$ cat src/rtl/alu_seq.sv
// Handshaked sequential ALU: add, subtract, shift-add multiply and optional multiply-accumulate.
// Define ALU_ACC_EN to add the 2*WIDTH accumulator, the acc_clr port and the MAC opcode.
//
// state  | meaning
// S_IDLE | waiting for an operand beat; ADD/SUB complete here in one edge
// S_MUL  | one multiplier bit consumed per cycle, WIDTH cycles total
// S_DONE | product (or accumulated sum) written to the result buffer
module alu_seq #(
   parameter int WIDTH = 8
) (
   input  logic               clk,
   input  logic               rst,
   input  logic               in_valid,
   output logic               in_ready,
   input  logic [WIDTH-1:0]   in_a,
   input  logic [WIDTH-1:0]   in_b,
   input  logic [1:0]         in_op,
   output logic               out_valid,
   input  logic               out_ready,
   output logic [2*WIDTH-1:0] out_c,
   output logic [1:0]         out_op
`ifdef ALU_ACC_EN
   ,
   input  logic               acc_clr
`endif
);

   localparam int RW = 2 * WIDTH;
   localparam int CW = $clog2(WIDTH);

   typedef enum logic [1:0] {
      S_IDLE = 2'd0,
      S_MUL  = 2'd1,
      S_DONE = 2'd2
   } state_t;

   state_t          state;
   state_t          state_nxt;

   logic [CW-1:0]    cnt;
   logic [RW-1:0]    mcand;
   logic [WIDTH-1:0] mplier;
   logic [RW-1:0]    partial;
   logic [1:0]       op_reg;

   logic             accept;
   logic             load_alu;
   logic             load_mul;
   logic             mul_step;
   logic             mul_done;
   logic [WIDTH:0]   alu_res;
   logic [RW-1:0]    mul_res;

`ifdef ALU_ACC_EN
   logic [RW-1:0]    acc;
   logic             mac_done;
`endif

   always_ff @(posedge clk or posedge rst) begin
      if (rst) begin
         state <= S_IDLE;
      end else begin
         state <= state_nxt;
      end
   end

   always_comb begin
      state_nxt = state;
      case (state)
         S_IDLE: if (accept && in_op[1]) state_nxt = S_MUL;
         S_MUL:  if (cnt == '0) state_nxt = S_DONE;
         S_DONE: state_nxt = S_IDLE;
         default: state_nxt = S_IDLE;
      endcase
   end

   always_comb begin
      in_ready = 1'b0;
      mul_step = 1'b0;
      mul_done = 1'b0;
      case (state)
         S_IDLE: in_ready = !rst && (!out_valid || out_ready);
         S_MUL:  mul_step = 1'b1;
         S_DONE: mul_done = 1'b1;
         default: ;
      endcase
   end

   assign accept   = in_valid && in_ready;
   assign load_alu = accept && !in_op[1];
   assign load_mul = accept && in_op[1];

   // The extra top bit of a WIDTH+1 bit subtraction is exactly the borrow.
   assign alu_res = in_op[0] ? ({1'b0, in_a} - {1'b0, in_b})
                             : ({1'b0, in_a} + {1'b0, in_b});

   always_ff @(posedge clk or posedge rst) begin
      if (rst) begin
         cnt     <= '0;
         mcand   <= '0;
         mplier  <= '0;
         partial <= '0;
         op_reg  <= '0;
      end else if (load_mul) begin
         cnt     <= CW'(WIDTH - 1);
         mcand   <= {{WIDTH{1'b0}}, in_a};
         mplier  <= in_b;
         partial <= '0;
         op_reg  <= in_op;
      end else if (mul_step) begin
         if (mplier[0]) partial <= partial + mcand;
         mcand  <= mcand << 1;
         mplier <= mplier >> 1;
         cnt    <= cnt - 1'b1;
      end
   end

`ifdef ALU_ACC_EN
   assign mac_done = mul_done && (op_reg == 2'd3);

   always_comb begin
      mul_res = partial;
      if (mac_done && !acc_clr) mul_res = acc + partial;
   end

   // A clear landing on the MAC completion edge restarts the sum from this product.
   always_ff @(posedge clk or posedge rst) begin
      if (rst) begin
         acc <= '0;
      end else if (mac_done) begin
         acc <= mul_res;
      end else if (acc_clr) begin
         acc <= '0;
      end
   end
`else
   assign mul_res = partial;
`endif

   always_ff @(posedge clk or posedge rst) begin
      if (rst) begin
         out_valid <= 1'b0;
         out_c     <= '0;
         out_op    <= '0;
      end else if (load_alu) begin
         out_valid <= 1'b1;
         out_c     <= {{(WIDTH-1){1'b0}}, alu_res};
         out_op    <= in_op;
      end else if (mul_done) begin
         out_valid <= 1'b1;
         out_c     <= mul_res;
         out_op    <= op_reg;
      end else if (out_ready) begin
         out_valid <= 1'b0;
      end
   end

endmodule

$ cat config.mk
export PLATFORM = sky130hd
export DESIGN_NAME = alu_seq
export DESIGN_NICKNAME = d
export VERILOG_FILES = /design/src/rtl/alu_seq.sv
export SDC_FILE = /design/constraint.sdc
export NUM_CORES = 1
export LEC_CHECK = 0
export BUFFER_PORTS_ARGS = -buffer_cell sky130_fd_sc_hd__buf_2
export CAP_MARGIN = 20
export CORE_MARGIN = 2
export CORE_UTILIZATION = 55
export DETAILED_ROUTE_END_ITERATION = 6
export HOLD_SLACK_MARGIN = 0.1
export PLACE_DENSITY = 0.75
export SYNTH_ARGS = -nofsm -noshare
export SYNTH_HDL_FRONTEND = slang
export SYNTH_SLANG_ARGS = --single-unit
$ cat constraint.sdc
create_clock -name clk -period 6.8 [get_ports clk]
set_clock_uncertainty 0.15 [all_clocks]
set_input_delay 1.02 -clock clk [delete_from_list [all_inputs] [get_ports clk]]
set_output_delay 1.02 -clock clk [all_outputs]
set_load 0.005 [all_outputs]
==> flow_summary.toml <==
[finish]
drive_gt1_share_pct = 14.8
final_cell_mix = "nand2_1 (99), dfrtp_1 (66), buf_2 (41)"
fill_cells = 552
stdcell_count = 590
fin_area_um2 = 4490
nNetsFinal = 539
antenna_cells = 0
area_delta_synth_final_pct = 13.8
final_common_cell = "nand2_1"

[yosys]
yosys.cell_types.count = 55
yosysSeqAreaShare_pct = 41.9
synth_fp_nets = 505
synth-main-ff-cell = "dfrtp_1"
mappedNetlistArea_um2 = 3950
ys_warn_count = 0
synth_top_area_share_pct = 41.9
synth_edf_count = 0
synth.avg_cell_area_um2 = 8.67
synthCells = 455
synth_area_leaders = "dfrtp_1 (42%), nand2_1 (9.4%), ha_1 (8.2%), a21oi_1 (4.8%), xnor2_1 (2.9%)"
yosys.area.top_type = "dfrtp_1"
async_reset_ff_share_pct = 100
synth-seq-cells = 66

[sta]
drv_slew = 0
final-hold-violation-count = 0
relSlewSlack_pct = 30.3
setup-tns-final_ps = 0
period_needed_ps = 3180
max_freq_mhz = 314
rsz0062_at_grt = "no"
setup_viol = 0
finalCritPeriodShare_pct = 46.8
worst_pin_slew_ps = 1040

[routing]
antenna_left = 0
drt-initial-drc-count = 194
vias_per_cell = 5.69
vias = 3359
dr.pass1.iters = 4
post_drt_wl_per_cell_um = 15.9
wl_mm = 9.40
drc = 0

[clock_tree]
insertion_delay_ps = 360
cts_resized = 0
holdBufCountCts = 0
htreeDepth = 3
clockBufferDepth = 2
root_buffer = "clkbuf_8"
postCtsSetupBuffers = 0
cts_tree = "built"
clkSinkCount = 66
cts_buffers = 9
clk_pin_slew_worst_paths_ps = 80

[grt]
grt_pass1_wl_mm = 15.6
grt_max_degree = 56
grt_use_met1_pct = 35.4
grt_pass1_vias = 3254
track_usage_pct = 25.8
overflow = 0
grtUsageMet2_pct = 40.4
antenna_found_initial = 0
grt.busiest_layer = "met2"
gr-usage-met3_pct = 5.69

[placed_design]
placed_cells = 574
place_area_um2 = 4210
place_hpwl_mm = 6.62
port_buffers = 41
place_congestion = 0.874

[power]
switching_share_pct = 39.0
powerDensity_nw_per_um2 = 438
seqPwrFrac_pct = 34.5
power.leakage_nw = 2.12
p_clk_share_pct = 23.3
power.total_mw = 1.97
ir_worst_vdd_mv = 0.299
p_int_mw = 1.20
share_comb_of_total_power_pct = 42.2
switchingPower_uw = 768

[floorplan]
chipHeight_um = 88.7
die_w_um = 88.7
num_rows = 30
ios = 42
core_area_um2 = 6870
start_util_pct = 57.4
dieArea_um2 = 7870

[setup_path]
cp_max_fo = 5
arrival_ps = 3290
critical_path_class = "input pin to flop"
end_kind = "flop"
start_kind = "input pin"
cp.required_ps = 6910

[min_path]
hold_class = "flop to flop"

[run]
drv_cap = 0

[status]
status = "completed"
## layout make-up
| cell class | count | area (µm²) | share of cell area, % |
|---|---|---|---|
| Tap cell | 96 | 120 | 2.68 |
| Sequential cell | 66 | 1650 | 36.8 |
| Clock buffer | 10 | 138 | 3.07 |
| Multi-Input combinational cell | 353 | 2150 | 48.0 |
| Clock inverter | 6 | 138 | 3.07 |
| Inverter | 14 | 52.6 | 1.17 |
| Timing Repair Buffer | 45 | 235 | 5.24 |
## final timing paths
kind / from / cells after the start / slack (ps) / end
worst max-delay path: in_b[0] / 12 / 3620 / out_c[5]$_DFFE_PP0P_
worst min-delay path: op_reg[1]$_DFFE_PP0P_ / 1 / 330 / op_reg[1]$_DFFE_PP0P_
worst max register to register: mcand[0]$_DFFE_PP0P_ / 8 / 3730 / mul_res[14]$_DFFE_PP0P_
worst min register to register: op_reg[1]$_DFFE_PP0P_ / 1 / 330 / op_reg[1]$_DFFE_PP0P_
max in group asynchronous: rst / 3 / 5100 / mul_res[3]$_DFFE_PP0P_
min in group asynchronous: rst / 2 / 440 / mplier[7]$_DFFE_PP0P_
## critical path, stage by stage
cell	delay [ps]
buf_2	140
inv_1	60
ha_1	290
mux2_2	290
inv_1	60
ha_1	210
nor2b_1	120
o21ai_0	220
a21oi_1	160
o21a_1	200
or3_1	300
a31o_2	230
## routing by layer
| layer | wire (µm) | part of all wire (%) | up-vias |
|---|---|---|---|
| li1 | - | - | 1669 |
| met1 | 4330 | 46 | 1595 |
| met2 | 4490 | 48 | 78 |
| met3 | 432 | 4.6 | 17 |
| met4 | 150 | 1.6 | 0 |
| met5 | 0 | 0 | - |
## cells in the mapped netlist, drive strengths merged (4+ instances only)
cell type / count
nor4: 5
and3: 6
ha: 26
nand2: 100
xor2: 9
a22oi: 8
o21ai: 24
a21oi: 39
nor2b: 8
nor3: 7
inv: 14
a31oi: 10
xnor2: 13
nor2: 25
clkbuf: 15
or3: 4
nand2b: 4
dfrtp: 66
a211oi: 5
buf: 7
nand3: 19
## power groups by stage
stage          Sequential (mW)  Combinational [mW]  Clock [mW]
2_1_floorplan            0.657               0.626           0
3_3_place_gp             0.677               0.787           0
3_5_place_dp             0.685               0.817           0
4_1_cts                  0.678               0.827       0.456
5_1_grt                  0.701               0.941       0.476
6_report                 0.679               0.829       0.459
## metrics by stage
stage	worst slack, ps	hold slack, ps	util (%)
6_report	3620	330	65.3
5_1_grt	3530	360	65.3
4_1_cts	3630	329	65.3
3_5_place_dp	3270	310	61.3
3_3_place_gp	3340	301	61.3
2_1_floorplan	3500	285	-
## kinds of logic (layout without fill, tap and decap cells)
kind of cell	Yosys count	after routing	share of synthesized area, %
flip-flops	66	66	41.9
AO/OA/AOI/OAI	112	112	18.1
adder cells (fa/ha/maj)	28	28	9.26
AND/OR/NAND/NOR	188	188	21.5
XOR/XNOR	22	22	4.88
buffers and inverters	36	75	3.62
multiplexers	3	3	0.793
(Power assumes the default switching activity.)
